## src/rtl/vga_if.sv

```systemverilog
// Display raster bundle: position, sync and blank from the timing generator to the renderers.
interface vga_if #(
  parameter int HCOUNT_WIDTH = 11,
  parameter int VCOUNT_WIDTH = 10
) ();
  logic [HCOUNT_WIDTH-1:0] hcount;
  logic [VCOUNT_WIDTH-1:0] vcount;
  logic                    hsync;
  logic                    vsync;
  logic                    blank;

  modport src (output hcount, vcount, hsync, vsync, blank);
  modport dst (input  hcount, vcount, hsync, vsync, blank);
endinterface

```

## src/rtl/vga_timing_gen.sv

```systemverilog
// 640x480@60 raster generator: position, active-low syncs and blank, all registered together.
// Latency: sync/blank coherent with position (zero skew); no backpressure, free-runs from reset.
// VGA_CLK_DIV_EN: defined -> /4 pixel enable for a 100 MHz clk_in, undefined -> 25 MHz, advance every edge.
module vga_timing_gen #(
  parameter int H_ACTIVE = 640,
  parameter int H_FP     = 16,
  parameter int H_SYNC   = 96,
  parameter int H_BP     = 48,
  parameter int V_ACTIVE = 480,
  parameter int V_FP     = 10,
  parameter int V_SYNC   = 2,
  parameter int V_BP     = 33
) (
  input  logic clk_in,
  input  logic rst_n_in,
  vga_if.src   vga,
  output logic pix_en_out,
  output logic line_start_out,
  output logic frame_start_out
);
  localparam int HCOUNT_WIDTH = 11;
  localparam int VCOUNT_WIDTH = 10;
  localparam int H_TOTAL = H_ACTIVE + H_FP + H_SYNC + H_BP;
  localparam int V_TOTAL = V_ACTIVE + V_FP + V_SYNC + V_BP;

  localparam logic [HCOUNT_WIDTH-1:0] H_LAST       = HCOUNT_WIDTH'(H_TOTAL - 1);
  localparam logic [HCOUNT_WIDTH-1:0] H_VIS        = HCOUNT_WIDTH'(H_ACTIVE);
  localparam logic [HCOUNT_WIDTH-1:0] H_SYNC_START = HCOUNT_WIDTH'(H_ACTIVE + H_FP);
  localparam logic [HCOUNT_WIDTH-1:0] H_SYNC_END   = HCOUNT_WIDTH'(H_ACTIVE + H_FP + H_SYNC - 1);
  localparam logic [VCOUNT_WIDTH-1:0] V_LAST       = VCOUNT_WIDTH'(V_TOTAL - 1);
  localparam logic [VCOUNT_WIDTH-1:0] V_VIS        = VCOUNT_WIDTH'(V_ACTIVE);
  localparam logic [VCOUNT_WIDTH-1:0] V_SYNC_START = VCOUNT_WIDTH'(V_ACTIVE + V_FP);
  localparam logic [VCOUNT_WIDTH-1:0] V_SYNC_END   = VCOUNT_WIDTH'(V_ACTIVE + V_FP + V_SYNC - 1);

  logic                    pix_en_q;
  logic [HCOUNT_WIDTH-1:0] h_next;
  logic [VCOUNT_WIDTH-1:0] v_next;
  logic                    hsync_next;
  logic                    vsync_next;
  logic                    blank_next;

`ifdef VGA_CLK_DIV_EN
  logic [1:0] div_q;

  // pix_en is set on the same edge the divider reaches 3, so the two always coincide
  always_ff @(posedge clk_in or negedge rst_n_in) begin
    if (!rst_n_in) begin
      div_q    <= 2'd0;
      pix_en_q <= 1'b0;
    end else begin
      div_q    <= div_q + 2'd1;
      pix_en_q <= (div_q == 2'd2);
    end
  end
`else
  always_ff @(posedge clk_in or negedge rst_n_in) begin
    if (!rst_n_in) begin
      pix_en_q <= 1'b0;
    end else begin
      pix_en_q <= 1'b1;
    end
  end
`endif

  // Terminal counts compare for equality so the counters never leave their ranges
  always_comb begin
    h_next = vga.hcount;
    v_next = vga.vcount;
    if (vga.hcount == H_LAST) begin
      h_next = '0;
      v_next = (vga.vcount == V_LAST) ? '0 : vga.vcount + VCOUNT_WIDTH'(1);
    end else begin
      h_next = vga.hcount + HCOUNT_WIDTH'(1);
    end
    hsync_next = !((h_next >= H_SYNC_START) && (h_next <= H_SYNC_END));
    vsync_next = !((v_next >= V_SYNC_START) && (v_next <= V_SYNC_END));
    blank_next = (h_next >= H_VIS) || (v_next >= V_VIS);
  end

  always_ff @(posedge clk_in or negedge rst_n_in) begin
    if (!rst_n_in) begin
      vga.hcount <= '0;
      vga.vcount <= '0;
      vga.hsync  <= 1'b1;
      vga.vsync  <= 1'b1;
      vga.blank  <= 1'b0;
    end else if (pix_en_q) begin
      vga.hcount <= h_next;
      vga.vcount <= v_next;
      vga.hsync  <= hsync_next;
      vga.vsync  <= vsync_next;
      vga.blank  <= blank_next;
    end
  end

  assign pix_en_out      = pix_en_q;
  assign line_start_out  = pix_en_q && (vga.hcount == '0);
  assign frame_start_out = line_start_out && (vga.vcount == '0);

endmodule

```

## src/flat_wrapper.sv

```systemverilog
// flat-port wrapper written by rule: the top's interface ports become plain ports
module vga_timing_gen_flat 
#(
  parameter int H_ACTIVE = 640,
  parameter int H_FP     = 16,
  parameter int H_SYNC   = 96,
  parameter int H_BP     = 48,
  parameter int V_ACTIVE = 480,
  parameter int V_FP     = 10,
  parameter int V_SYNC   = 2,
  parameter int V_BP     = 33
)
  (clk_in, rst_n_in, pix_en_out, line_start_out, frame_start_out, vga_hcount, vga_vcount, vga_hsync, vga_vsync, vga_blank);
  vga_if vga_i ();
  input  logic clk_in;
  input  logic rst_n_in;
  output logic pix_en_out;
  output logic line_start_out;
  output logic frame_start_out;
  output wire logic [$bits(vga_i.hcount)-1:0] vga_hcount;
  output wire logic [$bits(vga_i.vcount)-1:0] vga_vcount;
  output wire logic [$bits(vga_i.hsync)-1:0] vga_hsync;
  output wire logic [$bits(vga_i.vsync)-1:0] vga_vsync;
  output wire logic [$bits(vga_i.blank)-1:0] vga_blank;
  assign vga_hcount = vga_i.hcount;
  assign vga_vcount = vga_i.vcount;
  assign vga_hsync = vga_i.hsync;
  assign vga_vsync = vga_i.vsync;
  assign vga_blank = vga_i.blank;
  vga_timing_gen #(.H_ACTIVE(H_ACTIVE), .H_FP(H_FP), .H_SYNC(H_SYNC), .H_BP(H_BP), .V_ACTIVE(V_ACTIVE), .V_FP(V_FP), .V_SYNC(V_SYNC), .V_BP(V_BP)) u_core (.clk_in(clk_in), .rst_n_in(rst_n_in), .vga(vga_i), .pix_en_out(pix_en_out), .line_start_out(line_start_out), .frame_start_out(frame_start_out));
endmodule
```

## config.mk

```make
export PLATFORM = sky130hd
export DESIGN_NAME = vga_timing_gen_flat
export DESIGN_NICKNAME = d
export VERILOG_FILES = /design/src/rtl/vga_if.sv /design/src/rtl/vga_timing_gen.sv /design/src/flat_wrapper.sv
export SDC_FILE = /design/constraint.sdc
export NUM_CORES = 1
export LEC_CHECK = 0
export ABC_AREA = 1
export CORE_AREA = 2 2 57 64
export DETAILED_ROUTE_END_ITERATION = 8
export DIE_AREA = 0 0 59 66
export HOLD_SLACK_MARGIN = 0.1
export PLACE_DENSITY = 0.82
export SYNTH_ARGS = -nofsm -noshare
export SYNTH_HDL_FRONTEND = slang
export SYNTH_SLANG_ARGS = --single-unit
export TNS_END_PERCENT = 10
```

## constraint.sdc

```tcl
create_clock -name clk_in -period 4.6 [get_ports clk_in]
set_input_delay 0.69 -clock clk_in [delete_from_list [all_inputs] [get_ports clk_in]]
set_output_delay 0.69 -clock clk_in [all_outputs]
set_load 0.01 [all_outputs]
```

Yosys cells after proc, flatten, opt, wreduce, memory -nomap -nowiden
Cells that the tools add are included.
{"block": "op_classes", "n_addsub": 2, "order_cmp": 6, "eq_ne": 2, "mux": 3, "n_reduce_logical": 9}
{"cell": "greater-or-equal comparator 11 x 10 -> 1 bit, second input constant", "count": 2}
{"cell": "greater-or-equal comparator 10 x 9 -> 1 bit, second input constant", "count": 2}
{"cell": "two-way mux 10 bit", "count": 2}
{"cell": "adder 11 x 1 -> 11 bit, second input constant", "count": 1}
{"cell": "equality test 11 x 10 -> 1 bit, second input constant", "count": 1}
{"cell": "<= comparator 11 x 10 -> 1 bit, second input constant", "count": 1}
{"cell": "zero test 11 bit", "count": 1}
{"cell": "two-way mux 11 bit", "count": 1}
{"cell": "adder 10 x 1 -> 10 bit, second input constant", "count": 1}
{"cell": "equality test 10 bit, second input constant", "count": 1}
{"cell": "<= comparator 10 x 9 -> 1 bit, second input constant", "count": 1}
{"cell": "zero test 10 bit", "count": 1}
{"cell": "logical AND 1 bit", "count": 4}
{"cell": "zero test 1 bit", "count": 2}
{"cell": "logical OR 1 bit", "count": 1}
{"block": "totals", "ff_bits": 25, "output_inout_bits": 27, "elab_cells": 28}

Logic depth before layout (Yosys ltp)
{"block": "logic_depth", "ltp_word": 6, "mapped_depth": 13, "mapped_depth_nobuf": 13}

Worst setup path after synthesis
Ideal clock, no wire load.
{"block": "synth_timing", "kind": "reg-to-output", "startpoint": "reg u_core.vga.hcount[0]", "endpoint": "out frame_start_out", "t_arrival_ps": 1329, "required_ps": 3910, "path_slack_ps": 2581, "path_stages_with_launch": 7, "n_path_buf": 0, "path_cell_list": "dfrtp_1 -> inv_1 -> ha_1 -> nand2_1 -> nor3_1 -> nand3_1 -> nor4_1"}
{"block": "synth_between", "elab_chain_cells": 3}
{"element": "start, declared", "line_no": "vga_if.sv:12", "source": "modport src (output hcount, vcount, hsync, vsync, blank);"}
{"element": "start signal, assigned", "line_no": "vga_timing_gen.sv:88", "source": "vga.hcount <= h_next;"}
{"element": "zero test 11 bit", "line_no": "vga_timing_gen.sv:97", "source": "assign line_start_out = pix_en_q && (vga.hcount == '0);"}
{"element": "logical AND 1 bit", "line_no": "vga_timing_gen.sv:97"}
{"element": "logical AND 1 bit", "line_no": "vga_timing_gen.sv:98", "source": "assign frame_start_out = line_start_out && (vga.vcount == '0);"}
{"element": "end, declared", "line_no": "flat_wrapper.sv:19", "source": "output logic frame_start_out;"}
Every way passes these cells.

Worst setup path after layout
Same ends and word-level chain as after synthesis.

==> results.json <==
{
  "hp-start": "u_core.vga.hsync",
  "period_minus_slack_ns": 2.89,
  "synthArstFlopShare_pct": 100,
  "seq_area_sq_um": 628,
  "yosys.area_share.xor_xnor_pct": 0.488,
  "fin_hold_ws_ns": 0.518,
  "synth_warnings": 0,
  "crit_fanout": 6,
  "synthAdderAreaFrac_pct": 3.48,
  "antenna_found_initial": 0,
  "dieWidth_um": 59,
  "cts_buffer_depth": 2,
  "r2r_start": "u_core.vga.hcount[1]",
  "rsz0062_at_grt": "false",
  "required_ns": 3.91,
  "ys_top_cells_by_area": "dfrtp_1 (32%), nand2_1 (19%), inv_1 (5.9%)",
  "grt_pass1_vias": 1553,
  "coreArea_sq_um": 3250,
  "clock_tree.root_cell": "clkbuf_4",
  "io_buffer_count": 28,
  "via_per_inst": 5.34,
  "final_cell_mix": "nand2_1 (91), inv_1 (28), clkdlybuf4s50_1 (28)",
  "die_area_sq_um": 3890,
  "postCtsResizedCells": 0,
  "cp_data_arrival_time_ns": 2.20,
  "synth-edff-count": 0,
  "power_leakage_uw": 0.000971,
  "worstHoldEndpoint": "u_core.vga.hsync",
  "ir_drop_mv": 0.225,
  "switching_share_pct": 38.1,
  "max_freq_ghz": 0.346,
  "switchingPower_uw": 227,
  "end_kind": "output pin",
  "syn_nets": 272,
  "cts_inserted_buffers": 3,
  "syn_inst": 265,
  "status": "finished clean",
  "row_count": 22,
  "wire_per_inst_um": 13.1,
  "fin_nets": 302,
  "synth-main-ff-cell": "dfrtp_1",
  "worstRegToRegCells": 10,
  "slew_headroom_pct": 41.0,
  "multi_input_comb_area_sq_um": 1020,
  "vias": 1761,
  "dieHeight_um": 66,
  "power-per-cell-area_nw_per_um2": 279,
  "synthSimpleGateAreaFrac_pct": 43.8,
  "firstDrtPassIters": 4,
  "r2r_slack_ns": 2.76,
  "drive_gt1_share_pct": 10.2,
  "netlist_area_sq_um": 1800,
  "post-cts-setup-buffers": 0,
  "grtUsageTotal_pct": 25.0,
  "ys_seq_area_share_pct": 35.0,
  "fin_skew_ns": 0.00541,
  "p_seq_share_pct": 49.0,
  "yosys-mux-area-fraction_pct": 0,
  "worstHoldPathType": "reg2reg",
  "synth_top_family_by_area": "simple AND/OR/NAND/NOR gates",
  "synth_area_per_cell_sq_um": 6.78,
  "grt_overflow": 0,
  "start_util_pct": 55.3,
  "drtAntennaViolNets": 0,
  "htreeDepth": 1,
  "grt_pass1_wl_um": 7500,
  "dp_hpwl_um": 3260,
  "drt_iter0_markers": 143,
  "drv_slew": 0,
  "cap_viol_max_count": 0,
  "intPower_uw": 370,
  "synth_top_area_share_pct": 32.1,
  "stdcell_count": 330,
  "grt_max_degree": 33,
  "hold_depth": 2,
  "routed_wl_um": 4330,
  "finalSetupViolCount": 0,
  "io-pin-count": 29,
  "area_growth_pct": 19.2,
  "fin_setup_tns_ns": 0,
  "final_common_cell": "nand2_1",
  "synth_compound_area_share_pct": 8.99,
  "worstMarginPinSlew_ns": 0.884,
  "numClockSinks": 25,
  "synth-seq-cells": 25,
  "power_uw": 597,
  "power_frac_clock_pct": 16.9,
  "cts_tree": "built",
  "holdBufCountCts": 0,
  "p_comb_share_pct": 34.1,
  "diodes": 0,
  "fin_crit_sh_pct": 62.9,
  "clock_latency_ns": 0.31,
  "place_congestion": 0.935,
  "startpoint_type": "flip-flop",
  "setup.worst_path.class": "reg2out",
  "synth_top_area_cell": "dfrtp_1",
  "hold_viol": 0,
  "rr_endpoint": "u_core.vga.blank",
  "dp_cells": 326,
  "synth.distinct_cells": 35,
  "nFillCells": 302,
  "drc": 0,
  "cts.clk_slew.worst_paths_ns": 0.14
}
## worst max-delay path by stage
stage | start | endpoint | cells past startpoint
CTS | u_core.vga.hcount[0] | frame_start_out | 7
global route | u_core.pix_en_out | frame_start_out | 5
finish | u_core.vga.hcount[0] | frame_start_out | 7
global placement | u_core.vga.hcount[0] | frame_start_out | 7
detailed placement | u_core.vga.hcount[0] | frame_start_out | 7
floorplan | u_core.vga.hcount[0] | frame_start_out | 6
## area by class of cell
cell class | instances | area share, %
multi-input combinational | 203 | 47.8
tap | 36 | 2.11
inverter | 33 | 6.08
timing repair buffer | 29 | 13.5
sequential | 25 | 29.4
clock buffer | 4 | 1.23
## stage by stage
step                area, sq um  util [%]  setup slack, ns
floorplan                  1800         -             2.58
detailed placement         2110      65.1             2.05
global route               2140      65.9             1.56
CTS                        2140      65.9             1.69
global placement           2110      65.1             2.09
finish                     2140      65.9             1.71
## routing by layer
layer  wire length, um  track usage [%]  share of wire [%]
met2              1980             38.1                 46
met1              2120             38.9                 49
met4                26             4.55               0.60
met5                 0                0                  0
met3               214             1.76                4.9
## cell usage after synthesis (2+ instances only)
| cell | instances |
|---|---|
| nand3_1 | 21 |
| nand4_1 | 4 |
| nand2_2 | 4 |
| clkbuf_1 | 4 |
| dfrtp_1 | 23 |
| nor4_1 | 2 |
| dfstp_2 | 2 |
| ha_1 | 5 |
| o22ai_1 | 2 |
| a21oi_1 | 3 |
| inv_1 | 28 |
| nand2_1 | 91 |
| nor2_1 | 25 |
| nor3_1 | 4 |
| o21ai_1 | 3 |
| nor2_4 | 2 |
| nand3_2 | 4 |
| inv_2 | 3 |
| o21ai_0 | 19 |
## power by group through the flow
stage / Clock (uW) / Combinational, uW / Sequential (uW)
floorplan: 0 / 115 / 299
global placement: 0 / 201 / 294
detailed placement: 0 / 204 / 296
CTS: 105 / 205 / 292
global route: 113 / 226 / 299
finish: 101 / 204 / 292
## state kept, by name (all words and copies together) (netlist names)
| register | cells |
|---|---|
| u_core.pix_en_out | 1 |
| u_core.vga.blank | 1 |
| u_core.vga.hcount | 11 |
| u_core.vga.hsync | 1 |
| u_core.vga.vcount | 10 |
| u_core.vga.vsync | 1 |
## cells by family (layout without fill, tap and decap cells)
logic type | count (synthesis) | after routing
simple gates | 166 | 166
flops | 25 | 25
xor+xnor | 1 | 1
compound gates | 30 | 30
fa+ha+maj | 5 | 5
buf+inv | 37 | 66
other cells | 1 | 1
## worst max-delay path: stages, from the launching register on
cell and delay [ns]:
dfrtp_1 0.46, inv_1 0.12, ha_1 0.15, nand2_1 0.05, nor3_1 0.14, nand3_1 0.15
nor4_1 0.22, clkdlybuf4s50_1 0.59
No activity file was read; power rests on OpenSTA's default activity.
